$ cat src/rtl/cdb_pkg.sv
// Shared types and widths for the common-data-bus arbiter and its producers.
package cdb_pkg;

    localparam int unsigned CDB_DATA_W = 32;
    localparam int unsigned CDB_TAG_W  = 6;

    typedef struct packed {
        logic [CDB_DATA_W-1:0] data;
        logic [CDB_TAG_W-1:0]  tag;
        logic                  branch;
        logic                  branch_taken;
        logic                  store_pc;
        logic                  jalr;
    } cdb_entry_t;

endpackage

$ cat src/rtl/cdb_if.sv
// Producer-side channels plus the registered CDB broadcast, bundled for the arbiter.
interface cdb_if
    import cdb_pkg::*;
#(
    parameter int unsigned NUM_CH = 4
) ();

    localparam int unsigned SRC_W = $clog2(NUM_CH);

    logic [NUM_CH-1:0]             ch_valid;
    logic [NUM_CH-1:0]             ch_ready;
    cdb_entry_t [NUM_CH-1:0]       ch_entry;

    logic                          cdb_valid;
    logic [CDB_DATA_W-1:0]         cdb_data;
    logic [CDB_TAG_W-1:0]          cdb_tag;
    logic                          cdb_branch;
    logic                          cdb_branch_taken;
    logic                          cdb_store_pc;
    logic                          cdb_jalr;
    logic [SRC_W-1:0]              cdb_src;

    modport master (
        output ch_valid, ch_entry,
        input  ch_ready, cdb_valid, cdb_data, cdb_tag, cdb_branch,
               cdb_branch_taken, cdb_store_pc, cdb_jalr, cdb_src
    );

    modport slave (
        input  ch_valid, ch_entry,
        output ch_ready, cdb_valid, cdb_data, cdb_tag, cdb_branch,
               cdb_branch_taken, cdb_store_pc, cdb_jalr, cdb_src
    );

endinterface

$ cat src/rtl/cdb_chan_fifo.sv
// Per-producer result buffer: small circular FIFO with flush; pushes when full are ignored.
module cdb_chan_fifo
    import cdb_pkg::*;
#(
    parameter int unsigned DEPTH = 2
) (
    input  logic       clk,
    input  logic       rst,
    input  logic       flush,
    input  logic       push,
    input  cdb_entry_t entry_in,
    input  logic       pop,
    output cdb_entry_t head,
    output logic       empty,
    output logic       full
);

    localparam int unsigned PTR_W = $clog2(DEPTH);
    localparam int unsigned CNT_W = $clog2(DEPTH + 1);

    cdb_entry_t       mem [DEPTH];
    logic [PTR_W-1:0] rd_ptr;
    logic [PTR_W-1:0] wr_ptr;
    logic [CNT_W-1:0] count;
    logic             do_push;
    logic             do_pop;

    assign empty   = (count == '0);
    assign full    = (count == CNT_W'(DEPTH));
    assign do_push = push && !full && !flush;
    assign do_pop  = pop && !empty && !flush;
    assign head    = mem[rd_ptr];

    // DEPTH is a power of two, so pointer overflow is the modulo wrap.
    always_ff @(posedge clk) begin
        if (rst || flush) begin
            rd_ptr <= '0;
            wr_ptr <= '0;
            count  <= '0;
        end else begin
            if (do_push) wr_ptr <= wr_ptr + PTR_W'(1);
            if (do_pop)  rd_ptr <= rd_ptr + PTR_W'(1);
            case ({do_push, do_pop})
                2'b10:   count <= count + CNT_W'(1);
                2'b01:   count <= count - CNT_W'(1);
                default: count <= count;
            endcase
        end
    end

    always_ff @(posedge clk) begin
        if (do_push) mem[wr_ptr] <= entry_in;
    end

endmodule

$ cat src/rtl/cdb_arbiter.sv
// Common-data-bus arbiter: buffers per-channel results, grants one per cycle
// (branches first when enabled, otherwise round-robin) onto a registered broadcast.
module cdb_arbiter
    import cdb_pkg::*;
#(
    parameter int unsigned NUM_CH       = 4,
    parameter int unsigned DEPTH        = 2,
    parameter int unsigned BRANCH_FIRST = 1
) (
    input  logic clk,
    input  logic rst,
    input  logic flush,
    cdb_if.slave bus
);

    localparam int unsigned SRC_W = $clog2(NUM_CH);

    cdb_entry_t        head [NUM_CH];
    logic [NUM_CH-1:0] empty;
    logic [NUM_CH-1:0] full;
    logic [NUM_CH-1:0] ready;
    logic [NUM_CH-1:0] push;
    logic [NUM_CH-1:0] pop;
    logic [NUM_CH-1:0] cand;
    logic [NUM_CH-1:0] br_cand;
    logic [NUM_CH-1:0] sel;
    logic [SRC_W:0]    sum;
    logic [SRC_W-1:0]  rr_ptr;
    logic [SRC_W-1:0]  grant_idx;
    logic              grant_valid;

    cdb_entry_t        out_entry;
    logic              out_valid;
    logic [SRC_W-1:0]  out_src;

    // Readiness comes only from registered occupancy, never from this cycle's pop.
    assign ready        = ~full & {NUM_CH{~rst}};
    assign bus.ch_ready = ready;

    for (genvar k = 0; k < NUM_CH; k++) begin : g_ch
        assign push[k]    = bus.ch_valid[k] && ready[k] && !flush;
        assign pop[k]     = grant_valid && (grant_idx == SRC_W'(k));
        assign cand[k]    = !empty[k];
        assign br_cand[k] = !empty[k] && head[k].branch;

        cdb_chan_fifo #(.DEPTH(DEPTH)) u_fifo (
            .clk      (clk),
            .rst      (rst),
            .flush    (flush),
            .push     (push[k]),
            .entry_in (bus.ch_entry[k]),
            .pop      (pop[k]),
            .head     (head[k]),
            .empty    (empty[k]),
            .full     (full[k])
        );
    end

    // Circular first-match search starting at rr_ptr over the selected candidate set.
    always_comb begin
        sel         = ((BRANCH_FIRST != 0) && (|br_cand)) ? br_cand : cand;
        sum         = '0;
        grant_valid = 1'b0;
        grant_idx   = '0;
        for (int i = 0; i < NUM_CH; i++) begin
            sum = {1'b0, rr_ptr} + (SRC_W+1)'(i);
            if (sum >= (SRC_W+1)'(NUM_CH)) sum = sum - (SRC_W+1)'(NUM_CH);
            if (!grant_valid && sel[sum[SRC_W-1:0]]) begin
                grant_valid = 1'b1;
                grant_idx   = sum[SRC_W-1:0];
            end
        end
        if (flush) grant_valid = 1'b0;
    end

    always_ff @(posedge clk) begin
        if (rst) begin
            out_valid <= 1'b0;
            out_entry <= '0;
            out_src   <= '0;
            rr_ptr    <= '0;
        end else begin
            out_valid <= grant_valid;
            if (grant_valid) begin
                out_entry <= head[grant_idx];
                out_src   <= grant_idx;
                rr_ptr    <= (grant_idx == SRC_W'(NUM_CH - 1)) ? '0 : grant_idx + SRC_W'(1);
            end
        end
    end

    assign bus.cdb_valid        = out_valid;
    assign bus.cdb_data         = out_entry.data;
    assign bus.cdb_tag          = out_entry.tag;
    assign bus.cdb_branch       = out_entry.branch;
    assign bus.cdb_branch_taken = out_entry.branch_taken;
    assign bus.cdb_store_pc     = out_entry.store_pc;
    assign bus.cdb_jalr         = out_entry.jalr;
    assign bus.cdb_src          = out_src;

endmodule

$ cat src/flat_wrapper.sv
// flat-port wrapper written by rule: the top's interface ports become plain ports
module cdb_arbiter_flat import cdb_pkg::*;
#(
    parameter int unsigned NUM_CH       = 4,
    parameter int unsigned DEPTH        = 2,
    parameter int unsigned BRANCH_FIRST = 1
)
  (clk, rst, flush, bus_ch_valid, bus_ch_entry, bus_ch_ready, bus_cdb_valid, bus_cdb_data, bus_cdb_tag, bus_cdb_branch, bus_cdb_branch_taken, bus_cdb_store_pc, bus_cdb_jalr, bus_cdb_src);
  cdb_if #(.NUM_CH(NUM_CH)) bus_i ();
  input  logic clk;
  input  logic rst;
  input  logic flush;
  input wire logic [$bits(bus_i.ch_valid)-1:0] bus_ch_valid;
  input wire logic [$bits(bus_i.ch_entry)-1:0] bus_ch_entry;
  output wire logic [$bits(bus_i.ch_ready)-1:0] bus_ch_ready;
  output wire logic [$bits(bus_i.cdb_valid)-1:0] bus_cdb_valid;
  output wire logic [$bits(bus_i.cdb_data)-1:0] bus_cdb_data;
  output wire logic [$bits(bus_i.cdb_tag)-1:0] bus_cdb_tag;
  output wire logic [$bits(bus_i.cdb_branch)-1:0] bus_cdb_branch;
  output wire logic [$bits(bus_i.cdb_branch_taken)-1:0] bus_cdb_branch_taken;
  output wire logic [$bits(bus_i.cdb_store_pc)-1:0] bus_cdb_store_pc;
  output wire logic [$bits(bus_i.cdb_jalr)-1:0] bus_cdb_jalr;
  output wire logic [$bits(bus_i.cdb_src)-1:0] bus_cdb_src;
  assign bus_i.ch_valid = bus_ch_valid;
  assign bus_i.ch_entry = bus_ch_entry;
  assign bus_ch_ready = bus_i.ch_ready;
  assign bus_cdb_valid = bus_i.cdb_valid;
  assign bus_cdb_data = bus_i.cdb_data;
  assign bus_cdb_tag = bus_i.cdb_tag;
  assign bus_cdb_branch = bus_i.cdb_branch;
  assign bus_cdb_branch_taken = bus_i.cdb_branch_taken;
  assign bus_cdb_store_pc = bus_i.cdb_store_pc;
  assign bus_cdb_jalr = bus_i.cdb_jalr;
  assign bus_cdb_src = bus_i.cdb_src;
  cdb_arbiter #(.NUM_CH(NUM_CH), .DEPTH(DEPTH), .BRANCH_FIRST(BRANCH_FIRST)) u_core (.clk(clk), .rst(rst), .flush(flush), .bus(bus_i));
endmodule
$ cat config.mk
export PLATFORM = sky130hd
export DESIGN_NAME = cdb_arbiter_flat
export DESIGN_NICKNAME = d
export VERILOG_FILES = /design/src/rtl/cdb_pkg.sv /design/src/rtl/cdb_if.sv /design/src/rtl/cdb_chan_fifo.sv /design/src/rtl/cdb_arbiter.sv /design/src/flat_wrapper.sv
export SDC_FILE = /design/constraint.sdc
export NUM_CORES = 1
export LEC_CHECK = 0
export CORE_AREA = 2 2 192 194
export CTS_CLUSTER_DIAMETER = 80
export CTS_CLUSTER_SIZE = 24
export DETAILED_ROUTE_END_ITERATION = 10
export DIE_AREA = 0 0 194 196
export GPL_ROUTABILITY_DRIVEN = 0
export MAX_ROUTING_LAYER = met4
export PLACE_DENSITY = 0.73
export SYNTH_ARGS = -nofsm -noshare
export SYNTH_HDL_FRONTEND = slang
export SYNTH_HIERARCHICAL = 1
export SYNTH_SLANG_ARGS = --single-unit
$ cat constraint.sdc
create_clock -name clk -period 8.16 [get_ports clk]
set_input_delay 1.632 -clock clk [delete_from_list [all_inputs] [get_ports clk]]
set_output_delay 1.632 -clock clk [all_outputs]
set_load 0.1 [all_outputs]
# == After elaboration in Yosys (flattened, before gate mapping) ==
# Memories as Yosys holds them, arrays and structs flattened. A register that Yosys moved wholly into a read port is not among the register bits.
# Index checks and enable logic that the tools add are counted.
# op_classes
addsub,24
mul,0
n_div,0
order_cmp,9
n_eq_ne,15
shifts,0
mux,46
n_bitwise,4
reduce_logical,58
# op_table
operator,n
42-bit binary-select mux with 2-bit select,1
42-bit 2-to-1 mux,2
1-bit logical AND,35
1-bit 2-to-1 mux,25
2-bit equality test (second input constant),10
2-bit 2-to-1 mux,9
2-bit one-hot mux with 2 select lines,4
2-bit by 1-bit subtractor with 2-bit output (second input constant),8
3-bit >= comparator (second input constant),4
1-bit logical NOT,12
2-bit by 3-bit less-than comparator with 1-bit output (second input constant),4
2-bit by 1-bit adder with 2-bit output (second input constant),5
2-bit by 1-bit equality test with 1-bit output (second input constant),5
2-bit logical NOT,5
1-bit adder (second input constant),8
1-bit binary-select mux with 2-bit select,4
2-bit nonzero test,4
2-bit by 2-bit adder with 3-bit output (second input constant),2
4-bit AND,1
4-bit 2-to-1 mux,1
4-bit inverter,1
4-bit OR reduction,1
2-bit by 1-bit adder with 3-bit output (second input constant),1
2-bit by 3-bit >= comparator with 1-bit output (second input constant),1
other kinds (3),3
# totals
regBits,63
latch_bits,0
mem_bits_rw,336
rom_bits,0
output_inout_bits,49
elab_cells,181
memories,4
# memory_table
memory,depth,width,read_ports,rd_clocked_by_memory_dff,write_ports,line,source
u_core.g_ch[0].u_fifo.mem,2,42,1,1,1,cdb_chan_fifo.sv:21,cdb_entry_t mem [DEPTH];
u_core.g_ch[1].u_fifo.mem,2,42,1,1,1,cdb_chan_fifo.sv:21,
u_core.g_ch[2].u_fifo.mem,2,42,1,1,1,cdb_chan_fifo.sv:21,
u_core.g_ch[3].u_fifo.mem,2,42,1,1,1,cdb_chan_fifo.sv:21,

# == Longest topological paths before layout ==
# Gate-level depths: netlist of run 1.
# depth
ltp_word,23
depth_mapped,16
mapped_depth_nobuf,13

# == Hierarchy ==
# Netlist of run 1, hierarchy kept.
# by_module_without_submodules
module,n_inst,cells_per_inst,area_per_inst_um2,seq_area_each_um2
cdb_chan_fifo,4,159,3251.9,2622.5
cdb_arbiter,1,319,2957.8,940.9

# == Worst setup path after synthesis of run 1 ==
# No wires, ideal clock.
# synth_path
path_type,input -> register
startpoint,in rst
endpoint,mem u_core/g_ch[0].u_fifo/mem[0][0] (netlist bit) (enable)
setup_time_ns,0.441
arrival_ns,5.375
required_time_ns,7.719
slack_ns,2.343
cell_stages,5
path_cell_list,clkbuf_1 > nor2_1 > and3_1 > nand3b_1 > nor2_1
# synth_between
elab_chain_len,8
# synth_lines
element,line,source
start: declaration,flat_wrapper.sv:11,input logic rst;
1-bit inverter,cdb_arbiter.sv:37,assign ready = ~full & {NUM_CH{~rst}};
4-bit AND,cdb_arbiter.sv:37,
via bus_ch_ready[0],flat_wrapper.sv:15,output wire logic [$bits(bus_i.ch_ready)-1:0] bus_ch_ready;
1-bit logical AND (2 in a row),cdb_arbiter.sv:41,assign push[k] = bus.ch_valid[k] && ready[k] && !flush;
via u_core.push[0],cdb_arbiter.sv:22,logic [NUM_CH-1:0] push;
1-bit logical AND (2 in a row),cdb_chan_fifo.sv:30,assign do_push = push && !full && !flush;
1-bit 2-to-1 mux,cdb_chan_fifo.sv:52,if (do_push) mem[wr_ptr] <= entry_in;
1-bit 2-to-1 mux (not written as such),cdb_chan_fifo.sv:52,
end: declaration,cdb_chan_fifo.sv:21,
# The timed path passes the listed nets, and every way through them passes these cells.

# == Worst setup path after layout of run 1 ==
# layout_path
startpoint,in rst
endpoint,out bus_ch_ready[3]
# layout_between
elab_chain_len,2
# layout_lines
element,line
1-bit inverter,cdb_arbiter.sv:37
4-bit AND,cdb_arbiter.sv:37
end: declaration,flat_wrapper.sv:15
# Every way passes these cells.

==> results of run 1 <==
==> per-layer routing <==
metal  track usage (%)  vias up  wire length [um]
met5                 -        -                 0
met4             5.022        0               748
met3             2.665       42              2081
met2             30.57      249             17300
met1             27.45     4376             16790
li1                  -     4109                 -
==> metrics by stage <==
step	std cells	instance area, sq um	total power, mW	setup WS, ns
after global placement	1619	18750	2.545	2.933
after CTS	1655	19350	3.662	2.883
after global routing	1659	19360	3.741	2.767
after detailed placement	1619	18750	2.552	2.882
after floorplan	955	15970	2.411	2.343
final	1659	19360	3.622	2.832
==> final cells by class <==
cell class / instances / share of cell area, %
tap: 468 / 3.024
sequential: 403 / 59.06
inverter: 15 / 0.2908
timing repair buffer: 239 / 12.15
multi-input combinational: 494 / 22.31
antenna: 4 / 0.05169
clock buffer: 36 / 3.114
==> cells by family (layout without fill, tap and decap cells) <==
group,Yosys count,after routing,synth area share [%]
XOR/XNOR,12,12,0.6583
multiplexers,244,244,16.61
AO/OA/AOI/OAI,139,139,5.792
AND/OR/NAND/NOR,94,94,3.111
adder cells (fa/ha/maj),5,5,0.3840
flip-flops,403,403,71.60
other,0,4,0
buffers and inverters,58,290,1.842
==> critical path, cell delays in order <==
cell and delay, ns:
clkdlybuf4s50_1 0.63, nor2_1 0.26, clkdlybuf4s50_1 1.16
==> power by group through the flow <==
stage	Combinational, mW	Clock [mW]	Sequential, mW
detailed placement	0.247	0	2.30
global placement	0.241	0	2.30
finish	0.247	1.12	2.26
CTS	0.248	1.16	2.26
global route	0.260	1.22	2.26
floorplan	0.0701	0	2.34
==> synth_stat cells (8+ instances only) <==
cell and instances:
edfxtp_1 336, nor2_1 36, a2bb2oi_1 34, o21ai_0 37, mux2_2 168, nand2b_1 18
buf_2 28, a21oi_1 17, mux2i_1 76, a211oi_1 9, xor2_1 8, dfxtp_1 67
o21ai_1 16, inv_1 14
==> how the worst max path moves through the flow <==
stage	startpoint	end	slack [ns]
floorplan	rst	u_core/g_ch[0].u_fifo/mem[0][0]	2.34
global placement	rst	bus_ch_ready[0]	2.93
detailed placement	rst	bus_ch_ready[3]	2.88
CTS	rst	bus_ch_ready[3]	2.88
global route	rst	bus_ch_ready[1]	2.77
finish	rst	bus_ch_ready[3]	2.83
==> sequential cells by signal, indices dropped and copies added, names as in the netlist, 2 cells and up, named ones only <==
| name | flops |
|---|---|
| u_core/g_ch.u_fifo/wr_ptr | 4 |
| u_core/g_ch.u_fifo/mem | 336 |
| u_core/rr_ptr | 2 |
| u_core/g_ch.u_fifo/rd_ptr | 4 |
| u_core/g_ch.u_fifo/count | 8 |
| u_core/bus.cdb_src | 2 |
| u_core/bus.cdb_data | 32 |
| u_core/bus.cdb_tag | 6 |
==> reports/metrics.cfg, run 1 <==
[status]
status=finished, final reports clean

[synth]
syn_area_sq_um=15970
ys_seq_area_share_pct=71.60
synth_ff_type=edfxtp_1
yosys.area.top_type_share_pct=63.20
synth_nets=1134
ys_ff_latch=403
yosysWarnings=6
netlist_instances=955
syn_area_per_cell_sq_um=16.72
synth_edf_count=336
ys_top_cells_by_area=edfxtp_1, mux2_2, dfxtp_1, mux2i_1, a2bb2oi_1
synth_cell_type_count=49
synth_top_area_cell=edfxtp_1
async_reset_ff_share_pct=0

[clock_network]
clk_latency_ns=0.53
cts_tree=done
cts_sinks=403
cts_root_buf=clkbuf_16
clk_path_buf_depth=3
htree_num_levels=1
numCtsBuffers=20
postCtsSetupRepairBufs=0
hold_buffers=0
clk_pin_slew_ns=0.09
cts_resized=0

[sta]
relSlewSlack_pct=21.34
rsz0062_at_grt=false
finalSetupTns_ns=0
min_period_ns=5.328
hold_slack_ns=0.4614
worst_pin_slew_ns=1.175
skew_ns=0.01867
max_freq_mhz=187.7
finalMaxSlewViolations=0
fin_crit_sh_pct=65.29
setup_viol=0
hold_viol_final=0

[critical_path]
cp_data_arrival_time_ns=3.70
critical_path_class=input port to output pin
start_kind=input port
rrSetupSlack_ns=3.39
r2r-end=u_core/bus.cdb_data[22]
path_max_fanout=13
end_kind=output pin
worstRegToRegCells=10
critPathRequiredTime_ns=6.53

[route]
via_per_inst=5.290
drt-pass1-iter-count=4
drt_iter0_drc=547
routedWlPerCell_um=22.26
routed_wl_mm=36.93
vias=8776
detail-route-antenna-nets=0
drc=0

[power_and_ir_drop]
power.switching_mw=0.7493
power_frac_seq_pct=62.3
vdd_drop_max_uv=136.2
power_frac_comb_pct=6.8
clkPwrFrac_pct=30.9
internal_power_mw=2.872
switching_share_pct=20.69
p_leak_nw=6.693
powerDensity_nw_per_um2=187.0

[layout]
register_area_sq_um=11440
fin_nets=1352
final_cell_mix=edfxtp_1, clkdlybuf4s50_1, mux2_2
fin_util_pct=53.66
n_fill_cell=2986
area_growth_pct=21.29
final_common_cell=edfxtp_1
drive_gt1_share_pct=19.80
multi_input_area_sq_um=4320

[grt]
grt_max_degree=52
grt_pass1_vias=8968
grt_util_all_layers_pct=19.63
grt.overflow.total=0
antenna_found_initial=4
grt_pass1_wl_mm=54.84

[min_path]
hp-start=u_core/bus.cdb_src[0]
hold_path.class=flip-flop to flip-flop
min_path_cells=2
min_to=u_core/bus.cdb_src[0]

[floorplan]
fp-row-count=70
num_io_pins=224
core_area_sq_um=36080
die_h_um=196
initial_core_util_pct=44.24
die_area_sq_um=38020
die_width_um=194

[place]
hpwl_mm=25.36
io_buffers=223

[flow_run]
maxCapViolations=0

Note: power is estimated with default switching activity, not from simulation.
==> run 2: changes to the inputs <==
--- a/config.mk
+++ b/config.mk
@@ -12,7 +12,7 @@
 export DIE_AREA = 0 0 194 196
 export GPL_ROUTABILITY_DRIVEN = 0
 export MAX_ROUTING_LAYER = met4
-export PLACE_DENSITY = 0.73
+export PLACE_DENSITY = 0.76
 export SYNTH_ARGS = -nofsm -noshare
 export SYNTH_HDL_FRONTEND = slang
 export SYNTH_HIERARCHICAL = 1
==> constraint.sdc (replaced) <==
create_clock -name clk -period 4.45 [get_ports clk]
set_input_delay 0.89 -clock clk [delete_from_list [all_inputs] [get_ports clk]]
set_output_delay 0.89 -clock clk [all_outputs]
set_load 0.1 [all_outputs]
==> run 2 against run 1 <==
  * Hold slack gained 0.024 ns
  * Combinational power increased by 85%
  * Sequential power grew 83%
  * Sequential share of layout area is 0.14 points lower
  * Clock skew decreased by 0.0032 ns
  * First-iteration DRC count up 29%
  * Total power increased by 85%
  * Routed wire length increased by 1.9%
  * Critical path depth up 9
==> reports/metrics.cfg, run 2 (synthesis gave the netlist of run 1 again) <==
[clock_network]
cts_sinks=403
postCtsSetupRepairBufs=0
cts_tree=done
clk_pin_slew_ns=0.09
htree_num_levels=1
numCtsBuffers=21
hold_buffers=0
cts_resized=0
clk_latency_ns=0.53
cts_root_buf=clkbuf_16
clk_path_buf_depth=3

[place]
hpwl_mm=25.86
pre_cts_ws_ns=0.8131
io_buffers=223
placed_cells=1620
place_area_sq_um=18780

[grt]
antenna_found_initial=5
grt_pass1_vias=9118
grt_max_degree=76
grt.overflow.total=0
grt_util_all_layers_pct=19.80
grt_pass1_wl_mm=55.55

[sta]
rsz0062_at_grt=false
worst_pin_slew_ns=1.036
skew_ns=0.01546
min_period_ns=3.602
finalMaxSlewViolations=0
hold_viol_final=0
max_freq_mhz=277.6
hold_slack_ns=0.4852
fin_crit_sh_pct=80.94
relSlewSlack_pct=30.69
fin_ws_ns=0.8480
setup_viol=0

[critical_path]
slowest_stage=buf_12
end_kind=flip-flop
critical_path_class=flip-flop to flip-flop
critPathRequiredTime_ns=4.92
crit_path_max_incr_delay_ns=0.48
cp_cell_sequence=nor2_1, nand2b_1, a21oi_1, o32a_1, o21ai_4, buf_12, and3_1, o21ai_0, nor2_1, ha_1, or3_1, a21oi_1
cp_data_arrival_time_ns=4.07
start_kind=flip-flop
path_max_fanout=75

[route]
vias=8980
drt_iter0_drc=704
routedWlPerCell_um=22.63
detail-route-antenna-nets=0
drt-pass1-iter-count=8
routed_wl_mm=37.62
via_per_inst=5.403
drc=0

[layout]
area_growth_pct=21.58
fin_cells=1662
largest_reg_flops=336
final_common_cell=edfxtp_1
regMostFlops=u_core/g_ch.u_fifo/mem
final_cell_mix=edfxtp_1, clkdlybuf4s50_1, mux2_2
fin_nets=1354
stdcell_area_sq_um=19410
fin_util_pct=53.79
drive_gt1_share_pct=20.50

[flow_run]
maxCapViolations=0

[floorplan]
initial_core_util_pct=44.24
die_width_um=194
num_io_pins=224
die_h_um=196
core_area_sq_um=36080
die_area_sq_um=38020
fp-row-count=70

[power_and_ir_drop]
p_leak_nw=6.726
vdd_drop_max_uv=235.7
powerDensity_nw_per_um2=345.2

[status]
status=finished, final reports clean

[min_path]
hold_path.class=flip-flop to flip-flop

-- run 2: final cells by class --
cell class | instances | area, sq um
Clock inverter | 4 | 40.04
Inverter | 15 | 56.30
Tap cell | 468 | 585.6
Clock buffer | 34 | 584.3
Fill cell | 2923 | 16670
Antenna cell | 4 | 10.01
Sequential cell | 403 | 11440
Timing Repair Buffer | 240 | 2387
Multi-Input combinational cell | 494 | 4312
-- run 2: path summary, 6_finish.rpt --
kind | from | end | slack (ns) | cells past startpoint
setup reg to reg | u_core/g_ch[2].u_fifo/count[0] | u_core/g_ch[0].u_fifo/count[1] | 0.85 | 12
hold reg to reg | u_core/bus.cdb_data[17] | u_core/bus.cdb_data[17] | 0.49 | 2
setup / recovery | u_core/g_ch[2].u_fifo/count[0] | u_core/g_ch[0].u_fifo/count[1] | 0.85 | 12
hold / removal | u_core/bus.cdb_data[17] | u_core/bus.cdb_data[17] | 0.49 | 2
-- run 2: power breakdown --
group,internal (mW),switching (mW),total [mW]
Combinational,0.214,0.242,0.457
Clock,0.929,1.17,2.10
Sequential,4.12,0.0170,4.14
Total,5.27,1.43,6.70
-- run 2: metrics by stage --
step                power (mW)  TNS (ns)
finish                   6.701         0
global route             6.913         0
CTS                      6.767         0
detailed placement       4.683         0
global placement         4.671         0
floorplan                4.422   -209.92
-- run 2: metal layers --
layer | GRT usage (%) | share of wire, %
met1 | 27.11 | 44
met2 | 31.28 | 48
met3 | 2.871 | 5.9
met4 | 5.219 | 2.2
met5 | - | 0
-- run 2: critical path: cells and delay by family (launching register included) --
kind / cells / cell delay (ns)
and+or+nand+nor: 5 / 1.44
AOI/OAI and AO/OA: 5 / 0.97
buffers and inverters: 1 / 0.48
DFF: 1 / 0.37
adders and majority gates: 1 / 0.29
==> run 3: changes to the inputs <==
==> constraint.sdc (replaced) <==
create_clock -name clk -period 2.9 [get_ports clk]
set_input_delay 0.58 -clock clk [delete_from_list [all_inputs] [get_ports clk]]
set_output_delay 0.58 -clock clk [all_outputs]
set_load 0.1 [all_outputs]
==> run 3 against run 2 <==
  * The flow now finishes with violations (negative setup slack)
  * Total power rose by 57%
  * Count of clock-buffer cells in the layout shrank 3
  * Global-route usage is 0.69 points higher
  * Clock power increased by 63%
  * Critical path depth is 1 lower
==> reports/metrics.cfg, run 3 (synthesis gave the netlist of run 1 again) <==
[sta]
finalMaxSlewViolations=0
hold_viol_final=0
finalSetupTns_ns=-0.09088
hold_slack_ns=0.4825
skew_ns=0.01586
setup_viol=1
worst_pin_slew_ns=0.7261
rsz0062_at_grt=true
max_freq_mhz=334.4
fin_crit_sh_pct=103.1
relSlewSlack_pct=51.60
fin_ws_ns=-0.09088
min_period_ns=2.991

[power_and_ir_drop]
vdd_drop_max_uv=525.9
powerDensity_nw_per_um2=523.5
p_total_mw=10.51
p_leak_nw=7.200

[critical_path]
path_max_fanout=3
r2r-end=u_core/g_ch[3].u_fifo/count[1]
crit_end=u_core/g_ch[3].u_fifo/count[1]
critPathRequiredTime_ns=3.38
crit_family=simple AND/OR/NAND/NOR gates
critical_path_class=flip-flop to flip-flop
start_kind=flip-flop
cp_data_arrival_time_ns=3.47
crit_path_max_incr_delay_ns=0.57
worstRegToRegCells=11
crit_cells=11
rrSetupSlack_ns=-0.09
cp_cell_sequence=mux2_4, maj3_2, a211oi_2, o211ai_1, or4_4, inv_2, o21ai_2, nor2_1, ha_1, or3_4, a21oi_2
timing.critical_path.from=u_core/g_ch[0].u_fifo/mem[0][3]
r2r_start=u_core/g_ch[0].u_fifo/mem[0][3]
slowest_stage=or4_4
crit_buf_inv=1
end_kind=flip-flop

[layout]
area_growth_pct=25.71
fin_nets=1402
final_common_cell=edfxtp_1
regMostFlops=u_core/g_ch.u_fifo/mem
multi_input_area_sq_um=4481
register_area_sq_um=11440
diodes=0
fin_util_pct=55.62
fin_cells=1707
drive_gt1_share_pct=29.62
final_cell_mix=edfxtp_1, clkdlybuf4s50_1, mux2_2
n_fill_cell=2859
largest_reg_flops=336
stdcell_area_sq_um=20070

[place]
placed_cells=1661
place_area_sq_um=19230
io_buffers=223
pre_cts_ws_ns=-0.1372
hpwl_mm=25.36

[grt]
grt_pass1_wl_mm=57.45
grt_max_degree=42
antenna_found_initial=1
grt_pass1_vias=9624
grt.overflow.total=0
grt_util_all_layers_pct=20.49

[floorplan]
core_area_sq_um=36080
die_area_sq_um=38020
die_width_um=194
num_io_pins=224
die_h_um=196
initial_core_util_pct=44.24
fp-row-count=70

[flow_run]
maxCapViolations=0

[route]
via_per_inst=5.404
drc=0
drt-pass1-iter-count=5
vias=9224
routedWlPerCell_um=22.57
routed_wl_mm=38.53
detail-route-antenna-nets=0
drt_iter0_drc=589

[clock_network]
htree_num_levels=1
cts_sinks=403
clk_latency_ns=0.54
numCtsBuffers=23
cts_root_buf=clkbuf_16
clk_path_buf_depth=3
cts_tree=done
clk_pin_slew_ns=0.09

[min_path]
hold_path.class=flip-flop to flip-flop
hp-start=u_core/bus.cdb_data[30]

[status]
failed_checks=negative setup slack
status=finished with violations

run 3: cell types whose count changed in the layout (fill, tap and decap cells not counted), moves of 6 or more:
cell,change
buf_4,+74
nor2_4,+6
clkdlybuf4s50_1,-45
buf_12,+14
run 3: worst reg2reg max path: stages, from the launching register on:
cell,delay [ns]
edfxtp_1,0.38
mux2_4,0.31
maj3_2,0.31
a211oi_2,0.22
o211ai_1,0.15
or4_4,0.57
inv_2,0.07
o21ai_2,0.05
nor2_1,0.12
ha_1,0.26
or3_4,0.38
a21oi_2,0.12
run 3: area by class of cell:
class | count | share of cell area (%)
clock buffers | 31 | 3.017
flip-flops and latches | 403 | 56.98
inverters | 15 | 0.2805
well taps | 468 | 2.918
repair buffers | 286 | 13.98
multi-input cells | 494 | 22.33
clock inverters | 10 | 0.4925
run 3: worst min-delay path by stage:
stage | to | slack [ns] | depth (start not counted)
after floorplan | flip-flop | 0.47 | 2
after CTS | u_core/bus.cdb_data[1] | 0.49 | 2
after global routing | u_core/bus.cdb_data[22] | 0.52 | 2
after global placement | u_core/bus.cdb_data[1] | 0.46 | 2
final | u_core/bus.cdb_data[30] | 0.48 | 2
after detailed placement | u_core/bus.cdb_data[30] | 0.47 | 2
run 3: routing by layer:
layer | share of wire, % | GRT usage [%] | vias up
met5 | 0 | - | -
met4 | 1.8 | 4.068 | 0
met3 | 4.2 | 2.149 | 49
met2 | 51 | 35.52 | 269
met1 | 43 | 26.37 | 4688
li1 | - | - | 4218
run 3: report_power, final:
part	switching, mW	total [mW]	internal, mW
combinational	0.374	0.735	0.361
sequential	0.0234	6.35	6.33
clock	1.88	3.42	1.54
total	2.28	10.5	8.22
run 3: timing repair:
action,in CTS,in global routing
pin swaps,1,11
buffers inserted,0,5
hold buffers,0,0
endpoints found under the setup margin,5,9
gates resized for setup,10,15
